$ cat config.mk
export PLATFORM = sky130hd
export DESIGN_NAME = rv_mem_arbiter
export DESIGN_NICKNAME = d
export VERILOG_FILES = /design/src/rtl/rv_mem_pkg.sv /design/src/rtl/rv_src_fifo.sv /design/src/rtl/rv_mem_arbiter.sv
export SDC_FILE = /design/constraint.sdc
export NUM_CORES = 1
export LEC_CHECK = 0
export ABC_AREA = 0
export CORE_AREA = 2 2 107 109
export CTS_CLUSTER_SIZE = 28
export DETAILED_ROUTE_END_ITERATION = 12
export DIE_AREA = 0 0 109 111
export PLACE_DENSITY_LB_ADDON = 0.08
export SYNTH_ARGS = -nofsm -noshare
export SYNTH_HDL_FRONTEND = slang
export SYNTH_SLANG_ARGS = --single-unit
$ cat constraint.sdc
create_clock -name clk -period 2 [get_ports clk]
set_clock_uncertainty 0.1 [all_clocks]
set_input_delay 0.5 -clock clk [delete_from_list [all_inputs] [get_ports clk]]
set_output_delay 0.5 -clock clk [all_outputs]
set_load 0.05 [all_outputs]
$ cat src/rtl/rv_mem_pkg.sv
// Shared types and constants for the instruction/data memory arbiter.
package rv_mem_pkg;

  typedef enum logic {
    SRC_I = 1'b0,
    SRC_D = 1'b1
  } src_t;

  typedef enum logic [1:0] {
    IDLE   = 2'd0,
    LOCK_I = 2'd1,
    LOCK_D = 2'd2
  } arb_state_t;

  localparam logic [1:0] SIZE_WORD = 2'b10;

endpackage

$ cat src/rtl/rv_src_fifo.sv
// In-order record of which source owns each outstanding memory request.
module rv_src_fifo #(
  parameter int DEPTH = 2,
  localparam int CW = $clog2(DEPTH + 1),
  localparam int PW = (DEPTH > 1) ? $clog2(DEPTH) : 1
) (
  input  logic          clk,
  input  logic          reset_n,
  input  logic          push,
  input  logic          push_src,
  input  logic          pop,
  output logic          head_src,
  output logic [CW-1:0] count
);

  logic [DEPTH-1:0] slots;
  logic [PW-1:0]    wr_ptr;
  logic [PW-1:0]    rd_ptr;

  function automatic logic [PW-1:0] ptr_next(input logic [PW-1:0] p);
    return (p == PW'(DEPTH - 1)) ? '0 : p + 1'b1;
  endfunction

  assign head_src = slots[rd_ptr];

  // Slot contents need no reset: only entries below count are ever read.
  always_ff @(posedge clk) begin
    if (push) slots[wr_ptr] <= push_src;
  end

  always_ff @(posedge clk or negedge reset_n) begin
    if (!reset_n) begin
      wr_ptr <= '0;
      rd_ptr <= '0;
      count  <= '0;
    end else begin
      if (push) wr_ptr <= ptr_next(wr_ptr);
      if (pop)  rd_ptr <= ptr_next(rd_ptr);
      case ({push, pop})
        2'b10:   count <= count + 1'b1;
        2'b01:   count <= count - 1'b1;
        default: count <= count;
      endcase
    end
  end

endmodule

$ cat src/rtl/rv_mem_arbiter.sv
// Round-robin arbiter merging fetch and load/store requests onto one memory
// port, with zero-cycle forwarding and in-order response routing.
module rv_mem_arbiter
  import rv_mem_pkg::*;
#(
  parameter int DEPTH = 2
) (
  input  logic        clk,
  input  logic        reset_n,
  input  logic        instr_req_valid,
  output logic        instr_req_ready,
  input  logic [31:0] instr_req_addr,
  output logic        instr_rsp_valid,
  output logic [31:0] instr_rsp_data,
  input  logic        data_req_valid,
  output logic        data_req_ready,
  input  logic        data_req_wr,
  input  logic [1:0]  data_req_size,
  input  logic [31:0] data_req_addr,
  input  logic [31:0] data_req_data,
  output logic        data_rsp_valid,
  output logic [31:0] data_rsp_data,
  output logic        mem_req_valid,
  input  logic        mem_req_ready,
  output logic        mem_req_wr,
  output logic [1:0]  mem_req_size,
  output logic [31:0] mem_req_addr,
  output logic [31:0] mem_req_data,
  input  logic        mem_rsp_valid,
  input  logic [31:0] mem_rsp_data,
  output logic        rsp_err
);

  localparam int CW = $clog2(DEPTH + 1);
  localparam logic [CW-1:0] DEPTH_C = CW'(DEPTH);

  arb_state_t    state, state_n;
  src_t          last_gnt;
  src_t          gnt;
  logic          has_gnt;
  logic          src_valid;
  logic          slot_avail;
  logic          hs;
  logic          rsp_pop;
  logic          head_src;
  logic [CW-1:0] count;

  // A response arriving this cycle frees a slot, so a full FIFO can still accept.
  assign slot_avail = (count < DEPTH_C) || mem_rsp_valid;

  always_comb begin
    has_gnt = 1'b0;
    gnt     = SRC_I;
    state_n = state;
    unique case (state)
      IDLE: begin
        if (slot_avail) begin
          if (instr_req_valid && data_req_valid) begin
            has_gnt = 1'b1;
            gnt     = (last_gnt == SRC_I) ? SRC_D : SRC_I;
          end else if (instr_req_valid) begin
            has_gnt = 1'b1;
            gnt     = SRC_I;
          end else if (data_req_valid) begin
            has_gnt = 1'b1;
            gnt     = SRC_D;
          end
        end
      end
      LOCK_I: begin
        has_gnt = slot_avail;
        gnt     = SRC_I;
      end
      LOCK_D: begin
        has_gnt = slot_avail;
        gnt     = SRC_D;
      end
      default: ;
    endcase
    if (!reset_n) has_gnt = 1'b0;

    src_valid = (gnt == SRC_I) ? instr_req_valid : data_req_valid;
    hs        = has_gnt && src_valid && mem_req_ready;

    // A locked source that drops valid keeps its lock until it completes.
    if (hs) begin
      state_n = IDLE;
    end else if (has_gnt && src_valid) begin
      state_n = (gnt == SRC_I) ? LOCK_I : LOCK_D;
    end
  end

  always_comb begin
    mem_req_valid   = has_gnt && src_valid;
    mem_req_wr      = 1'b0;
    mem_req_size    = 2'b00;
    mem_req_addr    = '0;
    mem_req_data    = '0;
    instr_req_ready = 1'b0;
    data_req_ready  = 1'b0;
    if (has_gnt) begin
      if (gnt == SRC_I) begin
        mem_req_size    = SIZE_WORD;
        mem_req_addr    = instr_req_addr;
        instr_req_ready = mem_req_ready && slot_avail;
      end else begin
        mem_req_wr     = data_req_wr;
        mem_req_size   = data_req_size;
        mem_req_addr   = data_req_addr;
        mem_req_data   = data_req_data;
        data_req_ready = mem_req_ready && slot_avail;
      end
    end
  end

  always_ff @(posedge clk or negedge reset_n) begin
    if (!reset_n) begin
      state    <= IDLE;
      last_gnt <= SRC_I;
      rsp_err  <= 1'b0;
    end else begin
      state <= state_n;
      if (hs) last_gnt <= gnt;
      if (mem_rsp_valid && (count == '0)) rsp_err <= 1'b1;
    end
  end

  assign rsp_pop         = reset_n && mem_rsp_valid && (count != '0);
  assign instr_rsp_valid = rsp_pop && (head_src == SRC_I);
  assign data_rsp_valid  = rsp_pop && (head_src == SRC_D);
  assign instr_rsp_data  = mem_rsp_data;
  assign data_rsp_data   = mem_rsp_data;

  rv_src_fifo #(
    .DEPTH(DEPTH)
  ) u_order (
    .clk      (clk),
    .reset_n  (reset_n),
    .push     (hs),
    .push_src (gnt),
    .pop      (rsp_pop),
    .head_src (head_src),
    .count    (count)
  );

endmodule

==> results of run 1 <==
==> critical path, stage by stage, from the launching register on <==
cell and delay [ns]:
dfrtp_1 0.39, buf_4 0.14, ha_2 0.18, a41oi_4 0.21
buf_6 0.14, nor2_4 0.05, buf_12 0.15, buf_12 0.13
buf_12 0.12, and2_4 0.14, buf_12 0.14
==> metrics by stage <==
stage,TNS [ns],instance area (sq um),util [%],std cells
4_1_cts,-43.17,4796,43.30,486
2_1_floorplan,-17.43,2058,-,196
6_report,-41.97,4931,44.52,491
3_3_place_gp,-69.92,4342,39.20,462
5_1_grt,-48.56,4931,44.52,491
3_5_place_dp,-71.55,4342,39.20,462
==> flip-flops by register name, indices dropped and copies added (netlist names) <==
| name | cells |
|---|---|
| u_order.rd_ptr | 1 |
| state | 2 |
| u_order.wr_ptr | 1 |
| u_order.count | 2 |
| last_gnt | 1 |
| u_order.slots | 2 |
| rsp_err | 1 |
==> how the worst max path moves through the flow <==
stage / start / end / slack, ns / depth (start not counted)
floorplan: state[0]$_DFFE_PN0P_ / mem_req_addr[12] / -0.34 / 8
global placement: instr_req_valid / mem_req_addr[4] / -1.10 / 7
detailed placement: instr_req_valid / mem_req_addr[4] / -1.13 / 7
CTS: state[1]$_DFFE_PN0P_ / mem_req_data[25] / -0.65 / 10
global route: state[1]$_DFFE_PN0P_ / mem_req_addr[22] / -0.72 / 9
finish: state[1]$_DFFE_PN0P_ / mem_req_data[25] / -0.64 / 10
==> layout by cell type, fill, tap and decap left out, drive strengths merged, types with 3 or more instances in the layout <==
cell type / instances
and2: 35
dlygate4sd2: 3
ha: 4
clkbuf: 5
xnor2: 3
inv: 7
clkdlybuf4s50: 100
nor3: 3
a22o: 32
nor2: 8
buf: 115
dfrtp: 8
==> per-layer routing <==
metal	track usage [%]	up-vias
met1	13.56	883
met2	22.65	122
met5	0	-
li1	-	919
met4	3.162	0
met3	4.821	14
==> repair_timing <==
| item | 4_1_cts | 5_1_grt |
|---|---|---|
| pin swaps | 18 | 33 |
| gates resized for setup | 29 | 14 |
| setup buffers | 16 | 3 |
| endpoints found under the hold margin | 0 | 0 |
| cloned | 5 | 2 |
| setup endpoints to repair | 80 | 80 |
==> power groups by stage <==
stage | sequential [mW] | combinational [mW] | clock (mW)
floorplan | 0.358 | 3.48 | 0
global placement | 0.365 | 5.62 | 0
detailed placement | 0.367 | 5.64 | 0
CTS | 0.362 | 6.42 | 0.367
global route | 0.386 | 6.83 | 0.388
finish | 0.370 | 6.56 | 0.361
==> area by class of cell <==
cell class	instances	area (sq um)
Fill cell	994	6146
Timing Repair Buffer	221	3085
Multi-Input combinational cell	106	1299
Sequential cell	10	260.3
Tap cell	143	178.9
Clock buffer	3	75.07
Inverter	7	28.78
Clock inverter	1	3.754
==> cell usage after synthesis (2+ instances only) <==
master | n | share of area [%]
inv_1 | 6 | 1.3
nor2b_1 | 2 | 0.73
buf_6 | 7 | 4.6
nor2_1 | 5 | 1.1
mux2_2 | 2 | 1.3
xnor2_1 | 3 | 1.5
a32o_1 | 2 | 1.2
ha_1 | 4 | 2.9
nor3_1 | 2 | 0.59
and2_1 | 35 | 13
buf_4 | 64 | 28
nand2_1 | 2 | 0.44
edfxtp_1 | 2 | 3.5
dfrtp_1 | 8 | 12
a22o_1 | 32 | 16
clkbuf_1 | 3 | 0.66
xor2_1 | 2 | 1.0
==> cell families (layout without fill, tap and decap cells) <==
kind of cell / Yosys count / after routing / synth area share [%]
multiplexers: 3 / 3 / 1.909
adder cells (fa/ha/maj): 4 / 4 / 2.937
XOR/XNOR: 5 / 5 / 2.570
flip-flops: 10 / 10 / 15.27
buffers and inverters: 81 / 232 / 35.02
AO/OA/AOI/OAI: 41 / 41 / 22.61
AND/OR/NAND/NOR: 52 / 53 / 19.68
==> flow_summary.yaml, run 1 <==
logic_synthesis:
  synthCells: 196
  synth-edff-count: 2
  synth_cell_type_count: 32
  ys_warn_count: 0
  synth_nets: 337
  synth_area_per_cell_sq_um: 8.695
  ys_ff_latch: 10
  async_reset_ff_share_pct: 80.00
  ys.flop_type: "dfrtp_1"
  seq_area_frac_synth_pct: 15.27
  netlist_area_sq_mm: 0.001704
power:
  seqPwrFrac_pct: 5.1
  p_leak_nw: 2.087
  cellPowerDensity_mw_per_mm2: 1479
  p_int_mw: 4.071
  peakVddDrop_v: 0.0006360
  comb_power_share_pct: 90.0
  swShare_pct: 44.18
  p_switching_mw: 3.222
  p_total_mw: 7.294
  clockPowerShare_pct: 4.9
floorplan:
  num_rows: 39
  ios: 274
  die_area_sq_mm: 0.01210
  die_h_um: 111
  design.core.area_sq_mm: 0.01108
  die_w_um: 109
  initial_utilization_pct: 15.38
route:
  firstDrtPassIters: 4
  drt-met1-wl_mm: 2.658
  first_iter_violations: 43
  totalWireLength_mm: 7.769
  dr_total_vias: 1938
  detail-route-antenna-nets: 0
  dr_wl_met2_mm: 4.091
  drc: 0
  via_per_inst: 3.947
  highest-signal-layer: "met4"
  wl_per_cell_um: 15.82
  route.met3.wl_um: 897
finish:
  drive_gt1_share_pct: 59.77
  diodes: 0
  area_growth_pct: 189.4
  nets: 490
setup_path:
  rr_worst_depth: 11
  end_kind: "primary output"
  r2r-start: "state[0]$_DFFE_PN0P_"
  crit_arrival_ns: 2.04
  cp-start-kind: "flop"
  cp_max_fo: 6
  critPathKind: "reg2out"
  reg2reg_to: "u_order.count[1]$_DFFE_PN0P_"
  required_ns: 1.40
  reg2reg_slack_ns: -0.41
timing:
  hold_viol_final: 0
  tightest_slew_ns: 0.5629
  rsz0062_at_grt: "true"
  layout_setup_ws_ns: -0.6396
  finalCritPeriodShare_pct: 132.0
  drv_slew: 0
  maxSlewHeadroom_pct: 62.07
  whs_ns: 0.3320
  setup_viol: 76
  fmax_mhz: 378.8
  layout_min_cycle_time_ns: 2.640
placed_design:
  post-place-ws_ns: -1.133
  dp_hpwl_mm: 6.052
  port_buffers: 177
  place_congestion: 0.7722
clock_tree:
  clockBufferDepth: 2
  clk_latency_ns: 0.24
  htree_levels: 1
  clock-sinks: 10
  cts_made_buffers: 3
  cts_root_buf: "clkbuf_16"
  cts_hold_buf: 0
  cts_tree: "done"
  clk_pin_slew_ns: 0.04
run:
  drv_cap: 0
global_route:
  grt_max_degree: 17
  grt_overflow_total: 0
  grt_pass1_wl_mm: 11.75
  antenna_found_initial: 0
  grt_usage_pct: 12.58
  grt_pass1_vias: 2144
status:
  status: "complete, but fails checks"
  violations: "setup timing"
hold_path:
  holdCritPathClass: "in2async"
Note: power is estimated with default switching activity, not from simulation.
==> run 2: changes to the inputs <==
--- a/config.mk
+++ b/config.mk
@@ -6,10 +6,11 @@
 export NUM_CORES = 1
 export LEC_CHECK = 0
 export ABC_AREA = 0
-export CORE_AREA = 2 2 107 109
+export ABC_CLOCK_PERIOD_IN_PS = 2800
+export CORE_AREA = 2 2 106 108
 export CTS_CLUSTER_SIZE = 28
 export DETAILED_ROUTE_END_ITERATION = 12
-export DIE_AREA = 0 0 109 111
+export DIE_AREA = 0 0 108 110
 export PLACE_DENSITY_LB_ADDON = 0.08
 export SYNTH_ARGS = -nofsm -noshare
 export SYNTH_HDL_FRONTEND = slang
==> constraint.sdc (replaced) <==
create_clock -name clk -period 2.8 [get_ports clk]
set_clock_uncertainty 0.1 [all_clocks]
set_input_delay 0.7 -clock clk [delete_from_list [all_inputs] [get_ports clk]]
set_output_delay 0.7 -clock clk [all_outputs]
set_load 0.05 [all_outputs]
==> flow_summary.yaml, run 2 (same netlist as run 1, synthesis figures left out) <==
floorplan:
  ios: 274
  die_h_um: 110
  num_rows: 38
  design.core.area_sq_mm: 0.01070
  initial_utilization_pct: 15.93
  die_area_sq_mm: 0.01188
  die_w_um: 108
timing:
  rsz0062_at_grt: "true"
  fin_setup_tns_ns: -3.110
  hold_viol_final: 0
  setup_viol: 57
  maxSlewHeadroom_pct: 66.90
  finalCritPeriodShare_pct: 103.3
  drv_slew: 0
  layout_min_cycle_time_ns: 2.893
  tightest_slew_ns: 0.4950
  whs_ns: 0.3580
  fmax_mhz: 345.7
  layout_setup_ws_ns: -0.09286
setup_path:
  reg2reg_to: "u_order.count[1]$_DFFE_PN0P_"
  rr_worst_depth: 10
  crit_arrival_ns: 2.09
  cp-start-kind: "input port"
  required_ns: 2.00
  end_kind: "primary output"
  reg2reg_slack_ns: 0.46
  cp_max_fo: 6
  critPathKind: "in2out"
  r2r-start: "state[0]$_DFFE_PN0P_"
power:
  p_leak_nw: 1.987
  cellPowerDensity_mw_per_mm2: 1055
  peakVddDrop_v: 0.0004197
clock_tree:
  clock-sinks: 10
  clockBufferDepth: 2
  htree_levels: 1
  clk_pin_slew_ns: 0.05
  cts_root_buf: "clkbuf_8"
  cts_tree: "done"
  clk_latency_ns: 0.23
  cts_made_buffers: 3
route:
  totalWireLength_mm: 8.254
  wl_per_cell_um: 16.95
  detail-route-antenna-nets: 0
  firstDrtPassIters: 3
  first_iter_violations: 53
  via_per_inst: 4.025
  dr_total_vias: 1960
  drc: 0
status:
  status: "complete, but fails checks"
  violations: "setup timing"
finish:
  nets: 489
  final_cell_mix: "101 x clkdlybuf4s50_1, 76 x buf_12, 34 x and2_4"
  area_growth_pct: 176.4
  regArea_sq_um: 260.3
  diodes: 0
  final_common_cell: "clkdlybuf4s50_1"
  multi_input_area_sq_mm: 0.001160
  top_regs: "state x2, u_order.count x2, u_order.slots x2"
  drive_gt1_share_pct: 56.48
  nFillCells: 983
hold_path:
  hold_depth: 1
  whs_endpoint: "rsp_err$_DFFE_PN0P_"
  holdCritPathClass: "reg2reg"
  worstHoldStart: "rsp_err$_DFFE_PN0P_"
run:
  drv_cap: 0
placed_design:
  place_congestion: 0.7038
  dp_hpwl_mm: 6.159
  port_buffers: 177
global_route:
  grt_pass1_vias: 2015
  grt_overflow_total: 0
  antenna_found_initial: 0
  grt_usage_pct: 12.02
  grt_max_degree: 25
  grt_pass1_wl_mm: 11.21
==> run 2: cell count changes in the layout (fill, tap and decap cells not counted), sizes merged <==
cell           before  now
clkinv              1    0
clkbuf              5    7
nor2                8    7
clkdlybuf4s50     100  101
dlygate4sd2         3    0
bufbuf              0    1
==> run 2: how the worst max path moves through the flow <==
stage               startpoint         endpoint  slack [ns]  depth (start not counted)
4_1_cts         data_req_valid  mem_req_addr[8]       -0.11                          9
2_1_floorplan    mem_rsp_valid  mem_req_addr[0]       -0.01                          6
5_1_grt         data_req_valid  mem_req_addr[8]       -0.13                          9
3_3_place_gp   instr_req_valid  mem_req_addr[8]       -0.46                          8
6_report        data_req_valid  mem_req_addr[8]       -0.09                          9
3_5_place_dp   instr_req_valid  mem_req_addr[8]       -0.47                          8
==> run 2: layout make-up <==
cell class,count,area share [%]
repair buffers,221,64.35
multi-input cells,105,24.63
flip-flops and latches,10,5.526
well taps,140,3.719
clock buffers,4,1.169
inverters,7,0.6111
==> run 2: timing repair <==
action                     4_1_cts  5_1_grt
cloned                           5        3
resized for setup               78       24
hold buffers                     0        0
buffers inserted                18        1
pin swaps                       38       10
setup endpoints to repair       70       70
==> run 2: per-layer routing <==
metal  GRT usage [%]  routed length (um)
met1           13.01                2746
met2           22.91                4539
met3           3.998                 905
met4           2.198                  63
met5               0                   0
==> run 2: critical path: stages <==
cell and delay [ns]:
buf_6 0.10, o21a_4 0.22, o211ai_4 0.23, buf_12 0.15, nor2_8 0.04, buf_6 0.13, buf_16 0.13, a22o_4 0.25
buf_12 0.15
==> run 2: power breakdown <==
part,leakage (nW),switching [mW],internal (mW)
registers,0.113,0.0531,0.211
clock network,0.0288,0.0578,0.124
logic,1.85,2.12,2.40
total,1.99,2.23,2.73
==> run 2: stage by stage <==
stage / total power, mW / utilization, % / worst slack, ns / cell area, sq um / cells
final: 4.966 / 44.02 / -0.09286 / 4710 / 487
after global routing: 5.173 / 44.02 / -0.1348 / 4710 / 487
after CTS: 4.795 / 42.13 / -0.1116 / 4507 / 485
after detailed placement: 3.950 / 37.31 / -0.4681 / 3991 / 458
after global placement: 3.949 / 37.31 / -0.4553 / 3991 / 458
after floorplan: 2.372 / - / -0.01104 / 1714 / 196
==> run 3: changes to the inputs <==
--- a/config.mk
+++ b/config.mk
@@ -8,10 +8,13 @@
 export ABC_AREA = 0
 export ABC_CLOCK_PERIOD_IN_PS = 2800
 export CORE_AREA = 2 2 106 108
+export CTS_BUF_LIST = sky130_fd_sc_hd__clkbuf_16
 export CTS_CLUSTER_SIZE = 28
 export DETAILED_ROUTE_END_ITERATION = 12
 export DIE_AREA = 0 0 108 110
+export MAX_ROUTING_LAYER = met4
 export PLACE_DENSITY_LB_ADDON = 0.08
+export SLEW_MARGIN = 20
 export SYNTH_ARGS = -nofsm -noshare
 export SYNTH_HDL_FRONTEND = slang
 export SYNTH_SLANG_ARGS = --single-unit
==> flow_summary.yaml, run 3 (same netlist as run 1, synthesis figures left out) <==
status:
  status: "complete, but fails checks"
  violations: "setup timing"
finish:
  area_growth_pct: 185.3
  regArea_sq_um: 260.3
  drive_gt1_share_pct: 58.07
  nets: 495
  final_cell_mix: "101 x clkdlybuf4s50_1, 77 x buf_12, 34 x and2_4"
  final_core_util_pct: 45.45
  multi_input_area_sq_mm: 0.001186
  final_common_cell: "clkdlybuf4s50_1"
  top_regs: "state x2, u_order.count x2, u_order.slots x2"
  diodes: 0
  nFillCells: 971
route:
  totalWireLength_mm: 8.737
  via_per_inst: 4.073
  detail-route-antenna-nets: 0
  drc: 0
  firstDrtPassIters: 4
  wl_per_cell_um: 17.72
  dr_total_vias: 2008
  first_iter_violations: 60
floorplan:
  num_rows: 38
  die_w_um: 108
  ios: 274
  die_h_um: 110
  design.core.area_sq_mm: 0.01070
  die_area_sq_mm: 0.01188
  initial_utilization_pct: 15.93
setup_path:
  crit_arrival_ns: 2.09
  cp_max_fo: 6
  rr_worst_depth: 10
  reg2reg_to: "u_order.count[1]$_DFFE_PN0P_"
  critical-path-max-stage-delay_ns: 0.25
  slowest_stage: "a22o_4"
  reg2reg_slack_ns: 0.50
  required_ns: 2.00
  cp-start-kind: "input port"
  r2r-start: "state[1]$_DFFE_PN0P_"
  critPathKind: "in2out"
  end_kind: "primary output"
  path_cells: "buf_6, o21a_4, o211ai_4, buf_12, nor2_8, buf_6, buf_16, a22o_4, buf_12"
timing:
  layout_setup_ws_ns: -0.09035
  tightest_slew_ns: 0.4950
  fmax_mhz: 346.0
  layout_min_cycle_time_ns: 2.890
  maxSlewHeadroom_pct: 66.90
  drv_slew: 0
  rsz0062_at_grt: "true"
  finalCritPeriodShare_pct: 103.2
  setup_viol: 54
  hold_viol_final: 0
hold_path:
  whs_endpoint: "rsp_err$_DFFE_PN0P_"
  hold_depth: 1
  worstHoldStart: "rsp_err$_DFFE_PN0P_"
  holdCritPathClass: "reg2reg"
run:
  drv_cap: 0
clock_tree:
  cts_root_buf: "clkbuf_16"
  cts_hold_buf: 0
  clock-sinks: 10
  htree_levels: 1
  clk_pin_slew_ns: 0.04
  clockBufferDepth: 2
  cts_made_buffers: 3
  cts_tree: "done"
  clk_latency_ns: 0.23
power:
  cellPowerDensity_mw_per_mm2: 1069
  p_leak_nw: 2.054
  peakVddDrop_v: 0.0004221
  p_total_mw: 5.200
global_route:
  grt_overflow_total: 0
  antenna_found_initial: 0
  grt_pass1_wl_mm: 11.23
  grt_max_degree: 25
  grt_usage_pct: 12.34
  grt_pass1_vias: 2020
placed_design:
  port_buffers: 177
  dp_hpwl_mm: 6.159
  place_congestion: 0.7116
==> run 3: cell count changes in the layout (fill, tap and decap cells not counted), sizes merged <==
cell | previous run | this run
clkinv | 0 | 1
buf | 115 | 120
clkbuf | 7 | 8
bufbuf | 1 | 0
==> run 3: area by class of cell <==
class / instances / area share [%]
flip-flops and latches: 10 / 5.353
inverters: 7 / 0.5919
multi-input cells: 105 / 24.40
clock buffers: 3 / 1.544
repair buffers: 227 / 64.44
well taps: 140 / 3.603
clock inverters: 1 / 0.07720
==> run 3: metal layers <==
| metal | GRT usage [%] | vias up | part of all wire (%) |
|---|---|---|---|
| met1 | 13.30 | 935 | 33 |
| met3 | 3.586 | 11 | 11 |
| li1 | - | 928 | - |
| met4 | 2.930 | 0 | 1.1 |
| met2 | 22.42 | 134 | 55 |
| met5 | - | - | 0 |
==> run 3: worst max path at each step <==
stage | start | endpoint | slack (ns)
after CTS | data_req_valid | mem_req_addr[8] | -0.11
after floorplan | mem_rsp_valid | mem_req_addr[0] | -0.01
final | data_req_valid | mem_req_addr[8] | -0.09
after global routing | data_req_valid | mem_req_addr[8] | -0.13
after detailed placement | instr_req_valid | mem_req_addr[8] | -0.47
after global placement | instr_req_valid | mem_req_addr[8] | -0.46
==> run 3: critical path, delay by kind of cell <==
kind / cells / cell delay, ns
and+or+nand+nor: 1 / 0.04
AOI/OAI and AO/OA: 3 / 0.69
buffers and inverters: 5 / 0.67
==> run 3: where the power goes <==
| group | leakage, nW | internal [mW] | switching (mW) |
|---|---|---|---|
| registers | 0.113 | 0.211 | 0.0537 |
| logic | 1.90 | 2.49 | 2.19 |
| clock network | 0.0385 | 0.187 | 0.0657 |
| total | 2.05 | 2.89 | 2.31 |
==> run 3: metrics by stage <==
step | area (sq um) | std cells | worst slack [ns] | TNS, ns | hold slack, ns
6_report | 4862 | 493 | -0.09035 | -2.807 | 0.3577
5_1_grt | 4862 | 493 | -0.1346 | -6.629 | 0.3752
3_3_place_gp | 3991 | 458 | -0.4553 | -26.03 | 0.3482
2_1_floorplan | 1714 | 196 | -0.01104 | -0.3312 | 0.3044
3_5_place_dp | 3991 | 458 | -0.4681 | -27.69 | 0.3468
4_1_cts | 4524 | 486 | -0.1132 | -5.154 | 0.3604
==> run 3: repair_timing <==
item	4_1_cts	5_1_grt
gates resized for setup	77	37
gates cloned	5	6
pin swaps	38	43
endpoints found under the setup margin	70	70
buffers inserted	19	3
